## src/rtl/fft_pkg.sv

```systemverilog
// ---------------------------------------------------------------------------
// fft_pkg
// Shared definitions for the fft4_elastic radix-4 butterfly:
//   - FFT_FWD / FFT_INV : values of the i_inverse mode bit
//   - cplx_w            : width of a packed complex word {real, imag}
//   - fft_quant         : arithmetic right shift (optional round half-up),
//                         then saturation to a signed output width; reports
//                         whether the value was clamped
// ---------------------------------------------------------------------------
package fft_pkg;

  localparam logic FFT_FWD = 1'b0;
  localparam logic FFT_INV = 1'b1;

  // Working width for quantisation; wide enough that the rounding add can
  // never overflow for any realistic component width.
  localparam int QW = 32;

  function automatic int cplx_w(input int nb);
    return 2 * nb;
  endfunction

  function automatic logic signed [QW-1:0] fft_quant(
    input  logic signed [QW-1:0] i_x,
    input  int                   i_d,
    input  int                   i_nb_out,
    input  logic                 i_rnd,
    output logic                 o_clamp
  );
    logic signed [QW-1:0] v_t;
    logic signed [QW-1:0] v_one;
    logic signed [QW-1:0] v_hi;
    logic signed [QW-1:0] v_lo;
    v_one   = 1;
    v_t     = i_x;
    o_clamp = 1'b0;
    if (i_rnd && (i_d > 0)) begin
      v_t = v_t + (v_one <<< (i_d - 1));
    end
    v_t  = v_t >>> i_d;
    v_hi = (v_one <<< (i_nb_out - 1)) - v_one;
    v_lo = -v_hi - v_one;
    if (v_t > v_hi) begin
      v_t     = v_hi;
      o_clamp = 1'b1;
    end else if (v_t < v_lo) begin
      v_t     = v_lo;
      o_clamp = 1'b1;
    end
    return v_t;
  endfunction

endpackage

```

## src/rtl/fft4_quant.sv

```systemverilog
// ---------------------------------------------------------------------------
// fft4_quant
// Per-component quantiser: discards D_BASE + i_shift LSBs (floor, or round
// half-up when FFT4_ROUND_EN is defined) and saturates to NB_OUT bits.
// Configuration macro: FFT4_ROUND_EN (defined = round half-up, else floor).
// Ports:
//   i_x      in   NB_IN   signed component from the butterfly
//   i_shift  in   2       extra right shift for this vector
//   o_q      out  NB_OUT  quantised, saturated component
//   o_clamp  out  1       saturation was applied
// ---------------------------------------------------------------------------
module fft4_quant
  import fft_pkg::*;
#(
  parameter int NB_IN  = 10,
  parameter int NB_OUT = 10,
  parameter int D_BASE = 0
) (
  input  logic signed [NB_IN-1:0]  i_x,
  input  logic        [1:0]        i_shift,
  output logic signed [NB_OUT-1:0] o_q,
  output logic                     o_clamp
);

`ifdef FFT4_ROUND_EN
  localparam logic ROUND_EN = 1'b1;
`else
  localparam logic ROUND_EN = 1'b0;
`endif

  logic signed [QW-1:0] w_q;
  logic                 w_clamp;
  logic                 w_unused_hi;

  always_comb begin
    w_clamp = 1'b0;
    w_q     = fft_quant(QW'(i_x), D_BASE + int'(i_shift), NB_OUT, ROUND_EN, w_clamp);
  end

  // After saturation the upper bits are pure sign extension.
  assign o_q         = w_q[NB_OUT-1:0];
  assign o_clamp     = w_clamp;
  assign w_unused_hi = ^w_q[QW-1:NB_OUT];

endmodule

```

## src/rtl/fft4_elastic.sv

```systemverilog
// ---------------------------------------------------------------------------
// fft4_elastic
// Radix-4 DIT butterfly, 4 complex samples in / 4 complex bins out per
// transfer, 3-stage pipeline with valid/ready back-pressure, runtime
// forward/inverse, per-vector right-shift scaling and sticky saturation flag.
// Configuration macro: FFT4_ROUND_EN (see fft4_quant); port list identical.
// Ports:
//   i_clk, i_rst        clock, synchronous active-high reset
//   i_x0..i_x3          complex inputs {real, imag}, NB_INPUT each
//   i_valid / o_ready   input handshake
//   i_inverse, i_shift  mode and scaling, travel with the vector
//   i_clr_sat           clears o_sat (wins over a same-cycle set)
//   o_x0..o_x3          complex outputs {real, imag}, NB_OUTPUT each
//   o_valid / i_ready   output handshake
//   o_sat               sticky: a transferred-out component was clamped
// ---------------------------------------------------------------------------
module fft4_elastic
  import fft_pkg::*;
#(
  parameter int NB_INPUT   = 8,
  parameter int NBF_INPUT  = 7,
  parameter int NB_OUTPUT  = 10,
  parameter int NBF_OUTPUT = 7
) (
  input  logic                           i_clk,
  input  logic                           i_rst,
  input  logic [cplx_w(NB_INPUT)-1:0]    i_x0,
  input  logic [cplx_w(NB_INPUT)-1:0]    i_x1,
  input  logic [cplx_w(NB_INPUT)-1:0]    i_x2,
  input  logic [cplx_w(NB_INPUT)-1:0]    i_x3,
  input  logic                           i_valid,
  output logic                           o_ready,
  input  logic                           i_inverse,
  input  logic [1:0]                     i_shift,
  input  logic                           i_clr_sat,
  output logic [cplx_w(NB_OUTPUT)-1:0]   o_x0,
  output logic [cplx_w(NB_OUTPUT)-1:0]   o_x1,
  output logic [cplx_w(NB_OUTPUT)-1:0]   o_x2,
  output logic [cplx_w(NB_OUTPUT)-1:0]   o_x3,
  output logic                           o_valid,
  input  logic                           i_ready,
  output logic                           o_sat
);

  localparam int NB_S2  = NB_INPUT + 1;
  localparam int NB_S3  = NB_INPUT + 2;
  localparam int D_BASE = NBF_INPUT - NBF_OUTPUT;

  logic                        w_adv;
  logic signed [NB_INPUT-1:0]  w_a_re [4];
  logic signed [NB_INPUT-1:0]  w_a_im [4];
  logic signed [NB_INPUT-1:0]  r_s1_re [4];
  logic signed [NB_INPUT-1:0]  r_s1_im [4];
  logic                        r_v1;
  logic                        r_s1_inv;
  logic [1:0]                  r_s1_shift;
  // S2 slots: 0 = e0, 1 = e1, 2 = p, 3 = d
  logic signed [NB_S2-1:0]     r_s2_re [4];
  logic signed [NB_S2-1:0]     r_s2_im [4];
  logic                        r_v2;
  logic                        r_s2_inv;
  logic [1:0]                  r_s2_shift;
  logic signed [NB_S3-1:0]     w_rot_re;
  logic signed [NB_S3-1:0]     w_rot_im;
  logic signed [NB_S3-1:0]     w_x_re [4];
  logic signed [NB_S3-1:0]     w_x_im [4];
  logic signed [NB_OUTPUT-1:0] w_q_re [4];
  logic signed [NB_OUTPUT-1:0] w_q_im [4];
  logic [3:0]                  w_clamp_re;
  logic [3:0]                  w_clamp_im;
  logic signed [NB_OUTPUT-1:0] r_o_re [4];
  logic signed [NB_OUTPUT-1:0] r_o_im [4];
  logic                        r_v3;
  logic                        r_clamp3;
  logic                        r_sat;

  // All stages move together, so one enable covers the whole pipe.
  assign w_adv   = !r_v3 || i_ready;
  assign o_ready = w_adv;
  assign o_valid = r_v3;
  assign o_sat   = r_sat;

  assign w_a_re[0] = i_x0[2*NB_INPUT-1:NB_INPUT];
  assign w_a_im[0] = i_x0[NB_INPUT-1:0];
  assign w_a_re[1] = i_x1[2*NB_INPUT-1:NB_INPUT];
  assign w_a_im[1] = i_x1[NB_INPUT-1:0];
  assign w_a_re[2] = i_x2[2*NB_INPUT-1:NB_INPUT];
  assign w_a_im[2] = i_x2[NB_INPUT-1:0];
  assign w_a_re[3] = i_x3[2*NB_INPUT-1:NB_INPUT];
  assign w_a_im[3] = i_x3[NB_INPUT-1:0];

  // Data registers of S1/S2 need no reset: their valids qualify them.
  always_ff @(posedge i_clk) begin
    if (w_adv) begin
      r_s1_re    <= w_a_re;
      r_s1_im    <= w_a_im;
      r_s1_inv   <= i_inverse;
      r_s1_shift <= i_shift;
      r_s2_re[0] <= NB_S2'(r_s1_re[0]) + NB_S2'(r_s1_re[2]);
      r_s2_im[0] <= NB_S2'(r_s1_im[0]) + NB_S2'(r_s1_im[2]);
      r_s2_re[1] <= NB_S2'(r_s1_re[0]) - NB_S2'(r_s1_re[2]);
      r_s2_im[1] <= NB_S2'(r_s1_im[0]) - NB_S2'(r_s1_im[2]);
      r_s2_re[2] <= NB_S2'(r_s1_re[1]) + NB_S2'(r_s1_re[3]);
      r_s2_im[2] <= NB_S2'(r_s1_im[1]) + NB_S2'(r_s1_im[3]);
      r_s2_re[3] <= NB_S2'(r_s1_re[1]) - NB_S2'(r_s1_re[3]);
      r_s2_im[3] <= NB_S2'(r_s1_im[1]) - NB_S2'(r_s1_im[3]);
      r_s2_inv   <= r_s1_inv;
      r_s2_shift <= r_s1_shift;
    end
  end

  // rot = -j*d (forward) = (d_im, -d_re); +j*d (inverse) = (-d_im, d_re)
  always_comb begin
    w_rot_re = NB_S3'(r_s2_im[3]);
    w_rot_im = -NB_S3'(r_s2_re[3]);
    if (r_s2_inv == FFT_INV) begin
      w_rot_re = -NB_S3'(r_s2_im[3]);
      w_rot_im = NB_S3'(r_s2_re[3]);
    end
    w_x_re[0] = NB_S3'(r_s2_re[0]) + NB_S3'(r_s2_re[2]);
    w_x_im[0] = NB_S3'(r_s2_im[0]) + NB_S3'(r_s2_im[2]);
    w_x_re[2] = NB_S3'(r_s2_re[0]) - NB_S3'(r_s2_re[2]);
    w_x_im[2] = NB_S3'(r_s2_im[0]) - NB_S3'(r_s2_im[2]);
    w_x_re[1] = NB_S3'(r_s2_re[1]) + w_rot_re;
    w_x_im[1] = NB_S3'(r_s2_im[1]) + w_rot_im;
    w_x_re[3] = NB_S3'(r_s2_re[1]) - w_rot_re;
    w_x_im[3] = NB_S3'(r_s2_im[1]) - w_rot_im;
  end

  for (genvar k = 0; k < 4; k++) begin : g_bin
    fft4_quant #(.NB_IN(NB_S3), .NB_OUT(NB_OUTPUT), .D_BASE(D_BASE)) u_q_re (
      .i_x     (w_x_re[k]),
      .i_shift (r_s2_shift),
      .o_q     (w_q_re[k]),
      .o_clamp (w_clamp_re[k])
    );
    fft4_quant #(.NB_IN(NB_S3), .NB_OUT(NB_OUTPUT), .D_BASE(D_BASE)) u_q_im (
      .i_x     (w_x_im[k]),
      .i_shift (r_s2_shift),
      .o_q     (w_q_im[k]),
      .o_clamp (w_clamp_im[k])
    );
  end

  always_ff @(posedge i_clk) begin
    if (i_rst) begin
      r_v1     <= 1'b0;
      r_v2     <= 1'b0;
      r_v3     <= 1'b0;
      r_clamp3 <= 1'b0;
      r_sat    <= 1'b0;
      for (int k = 0; k < 4; k++) begin
        r_o_re[k] <= '0;
        r_o_im[k] <= '0;
      end
    end else begin
      if (w_adv) begin
        r_v1     <= i_valid;
        r_v2     <= r_v1;
        r_v3     <= r_v2;
        r_o_re   <= w_q_re;
        r_o_im   <= w_q_im;
        r_clamp3 <= |{w_clamp_re, w_clamp_im};
      end
      // Only a vector actually handed downstream may set the flag.
      if (i_clr_sat) begin
        r_sat <= 1'b0;
      end else if (r_v3 && i_ready && r_clamp3) begin
        r_sat <= 1'b1;
      end
    end
  end

  assign o_x0 = {r_o_re[0], r_o_im[0]};
  assign o_x1 = {r_o_re[1], r_o_im[1]};
  assign o_x2 = {r_o_re[2], r_o_im[2]};
  assign o_x3 = {r_o_re[3], r_o_im[3]};

endmodule

```

## config.mk

```make
export PLATFORM = sky130hd
export DESIGN_NAME = fft4_elastic
export DESIGN_NICKNAME = d
export VERILOG_FILES = /design/src/rtl/fft_pkg.sv /design/src/rtl/fft4_quant.sv /design/src/rtl/fft4_elastic.sv
export SDC_FILE = /design/constraint.sdc
export NUM_CORES = 1
export LEC_CHECK = 0
export CAP_MARGIN = 20
export CORE_AREA = 2 2 220 222
export DETAILED_ROUTE_END_ITERATION = 10
export DIE_AREA = 0 0 222 224
export PLACE_DENSITY = 0.54
export SETUP_SLACK_MARGIN = 0.05
export SKIP_CTS_REPAIR_TIMING = 1
export SYNTH_ARGS = -nofsm -noshare
export SYNTH_HDL_FRONTEND = slang
export SYNTH_SLANG_ARGS = --single-unit
```

## constraint.sdc

```tcl
create_clock -name i_clk -period 16.3 [get_ports i_clk]
set_input_delay 3.26 -clock i_clk [delete_from_list [all_inputs] [get_ports i_clk]]
set_output_delay 3.26 -clock i_clk [all_outputs]
set_load 0.05 [all_outputs]
```

# After elaboration in Yosys (flattened, before gate mapping)
# Memories as Yosys holds them, arrays and structs flattened.
# Cells that the tools add are included.
[totals] register_bits=155 mem_bits_rw=72 input_bits=72 mem_count=2
[mem_list] name="r_s2_im" words=4 width=9 rd=4 rd_ports_with_merged_regs=0 write_ports=4 line="fft4_elastic.sv:59" text="logic signed [NB_S2-1:0] r_s2_im [4];"
[mem_list] name="r_s2_re" words=4 width=9 rd=4 rd_ports_with_merged_regs=0 write_ports=4 line="fft4_elastic.sv:58" text="logic signed [NB_S2-1:0] r_s2_re [4];"
[classes] addsub=18 order_cmp=16 shift=8 mux=36 reduce_logical=6
[ops] operator="> comparator 32 x 10 -> 1 bit, second input constant" n=8
[ops] operator="less-than comparator 32 x 10 -> 1 bit, second input constant" n=8
[ops] operator=">>> shifter 10 x 2 -> 32 bit" n=8
[ops] operator="two-way mux 10 bit" n=18
[ops] operator="adder 8 x 8 -> 9 bit" n=4
[ops] operator="subtractor 8 x 8 -> 9 bit" n=4
[ops] operator="adder 9 x 10 -> 10 bit" n=2
[ops] operator="adder 9 x 9 -> 10 bit" n=2
[ops] operator="negator 9 -> 10 bit" n=2
[ops] operator="subtractor 9 x 10 -> 10 bit" n=2
[ops] operator="subtractor 9 x 9 -> 10 bit" n=2
[ops] operator="two-way mux 1 bit" n=18
[ops] operator="OR reduction 8 bit" n=1
[ops] operator="logical AND 1 bit" n=2
[ops] operator="OR reduction 2 bit" n=1
[ops] operator="zero test 1 bit" n=1
[ops] operator="logical OR 1 bit" n=1

# Longest topological paths before layout
# An unclocked memory read counts as a cell.
[logic_depth] word_depth=9 depth_mapped=14 ltp_nobuf=14

# By module
# A second synthesis with hierarchy kept.
[unflattened] hier_cells=1492 area_unflattened_um2=15293.4
[by_module_without_submodules] mod="fft4_elastic" instances=1 cells_per_inst=1364 area_per_inst_um2=13191.4
[by_module_without_submodules] mod="fft4_quant" instances=8 cells_per_inst=16 area_per_inst_um2=262.8

# Worst setup path before layout
# No wires, ideal clock.
[synth_path] kind="input to output" startpoint="input port i_ready" endpoint="output port o_ready" t_arrival_ns=8.282 setup_slack_ns=4.758 stages=5 cell_sequence="nor2b_1 > inv_1 > clkbuf_1 > clkbuf_1 > clkbuf_1"
[synth_via] elab_chain_len=1
[synth_rtl] item="start: declaration" line="fft4_elastic.sv:41" text="input logic i_ready,"
[synth_rtl] item="logical OR 1 bit" line="fft4_elastic.sv:78" text="assign w_adv = !r_v3 || i_ready;"
[synth_rtl] item="end: declaration" line="fft4_elastic.sv:32" text="output logic o_ready,"
# Every way passes these cells.

# Final worst setup path
# Ends and elaborated chain as after synthesis.

==> results.toml <==
[outcome]
status = "finished, final reports clean"

[logic_synthesis]
syn-cell-area_um2 = 15000
synth_top_cell_by_area = "edfxtp_1"
synth_edf_count = 138
synth-simple-area-share = 0.114
synthCells = 1548
netlist-cell-type-count = 84
synth-seq-area-share = 0.391
synth_top_family_by_area = "compound AO/OA/AOI/OAI gates"
synth_compound_area_frac = 0.189
synth_xor_area_frac = 0.0610
yosys-top-cells-area = "edfxtp_1, ha_1, dfxtp_1, xnor2_1, inv_1"
synthMuxAreaShare = 0.0421
synthAdderAreaFrac = 0.140
synthArstFlopShare = 0
syn_nets = 1778
synth_top_area_frac = 0.277
ys.flop_type = "edfxtp_1"
syn_area_per_cell_um2 = 9.67
yosys_warnings = 0
ys_seq_elements = 223

[placement]
io_buffers = 154
placed_cells = 2256
place.gp.congestion = 0.825
dp_hpwl_mm = 30.7

[sta]
finalHoldViolations = 0
rsz0062_at_grt = "no"
tns_ps = 0
min_period_over_period = 0.546
setup_viol = 0
worst_pin_slew_ps = 1020
final.setup_skew_ps = 13.5
clock.fmax_ghz = 0.112
layout_min_cycle_time_ps = 8900
maxSlewHeadroom = 0.317
slew_viol_final = 0

[finish]
final_cell_mix = "inv_1, clkdlybuf4s50_1, ha_1"
fill_cells = 4700
multi_input_area_um2 = 8190
finalNonFillerCells = 2304
layout-drive-gt1-share = 0.0645
register_area_um2 = 5850
n_antenna_cell = 0
fin_nets = 1899
layout_commonest_cell = "inv_1"
area_growth_syn_to_layout_pct = 19.8

[grt]
grt_max_degree = 91
grt_pass1_vias = 11300
grt.overflow.total = 0
grt_pass1_wl_mm = 62.9
antenna_found_initial = 0
grt_use_total = 0.158

[pwr]
p_per_area_nw_per_um2 = 178
peakVddDrop_uv = 78.4
leakage_nw = 7.33

[cts]
clk_latency_ps = 550
cts.clk_slew.worst_paths_ps = 60
cts_buffers = 26
root_buffer = "clkbuf_16"
cts.sinks = 223
cts_tree = "done"
clock_path_buffers = 3
cts_max_level = 1

[detailed_routing]
drt_pass1_iterations = 4
drtIter0Drc = 562
vias = 11500
viasPerCell = 4.98
drc = 0
drt_wl_total_mm = 39.6
avgRoutedWirePerCell_um = 17.2
postRouteAntennaNets = 0

[floorplan]
num_rows = 80
fp.dieH_um = 224
core_area_um2 = 47300
floorplan.initialDensity = 0.316
num_io_pins = 155
dieArea_um2 = 49700
die_w_um = 222

[worst_setup_path]
crit_fanout = 90
worst_ep_arrival_time_ps = 5640
worst_setup_path_start_kind = "input port"
required_ps = 13040
endpoint_kind = "output pin"
path_class = "in2out"

[flow_run]
maxCapViolCount = 0

[worst_hold_path]
hold_class = "reg2reg"
==> sequential cells by signal, indices dropped and copies added (netlist names) <==
| register | count |
|---|---|
| o_x0 | 20 |
| r_s2_re | 34 |
| r_s1_shift | 2 |
| o_x3 | 20 |
| r_clamp3 | 1 |
| r_s2_shift | 2 |
| r_s1_re | 32 |
| r_v1 | 1 |
| r_s1_inv | 1 |
| o_valid | 1 |
| r_s2_inv | 1 |
| r_s2_im | 34 |
| o_x1 | 20 |
| r_v2 | 1 |
| r_s1_im | 32 |
| o_sat | 1 |
| o_x2 | 20 |
==> metal layers <==
metal	vias up	share of wire	global-route usage
li1	5749	-	-
met1	5410	0.50	0.227
met2	267	0.43	0.248
met3	48	0.044	0.0218
met4	0	0.022	0.0429
met5	-	0	0
==> worst max-delay path, stage by stage <==
cell             delay [ps]
clkdlybuf4s50_1         530
nor2b_4                  50
buf_4                   290
inv_8                   500
clkdlybuf4s50_1         920
==> cells by family after synthesis <==
family                   Yosys count
AO/OA/AOI/OAI                    417
multiplexers                      48
flip-flops                       223
AND/OR/NAND/NOR                  364
XOR/XNOR                         102
adder cells (fa/ha/maj)          158
buffers and inverters            236
==> stage by stage <==
stage	hold slack [ps]	setup WS (ps)	power (mW)	util	area (um^2)
6_report	413	7400	3.19	0.379	17900
5_1_grt	425	7310	3.40	0.379	17900
4_1_cts	416	7400	3.20	0.379	17900
3_5_place_dp	406	7410	2.59	0.360	17000
3_3_place_gp	411	7400	2.58	0.360	17000
2_1_floorplan	400	4760	2.07	-	15000
==> Yosys cell counts (all sizes together) (14+ instances only) <==
library cell  count
xnor2            75
nand2b           22
mux2i            22
nor2            117
nor2b            25
xor2             27
o21ai            69
o21a             14
clkbuf           57
a21oi           112
inv             166
a31oi            14
a21o             14
ha              142
a211oi           35
dfxtp            85
nor3             32
edfxtp          138
o21bai           23
nand2           105
fa               16
mux2             16
==> final cells by class <==
type,count,share of cell area
Clock buffer,36,0.0443
Clock inverter,12,0.00530
Inverter,166,0.0352
Multi-Input combinational cell,1089,0.457
Sequential cell,223,0.326
Tap cell,615,0.0429
Timing Repair Buffer,163,0.0895
==> final timing paths <==
kind,startpoint,end,slack (ps),cells after the start
max,i_ready,o_ready,7400,5
min,r_s1_shift[1],r_s2_shift[1],410,0
max reg2reg,r_s2_re[2][0],o_x3[5],12340,12
min reg2reg,r_s1_shift[1],r_s2_shift[1],410,0
==> power breakdown <==
part           switching, mW  internal, mW
clock                  0.241         0.355
combinational           1.08         0.665
sequential             0.108         0.742
total                   1.43          1.76
No activity file was read; power rests on OpenSTA's default activity.
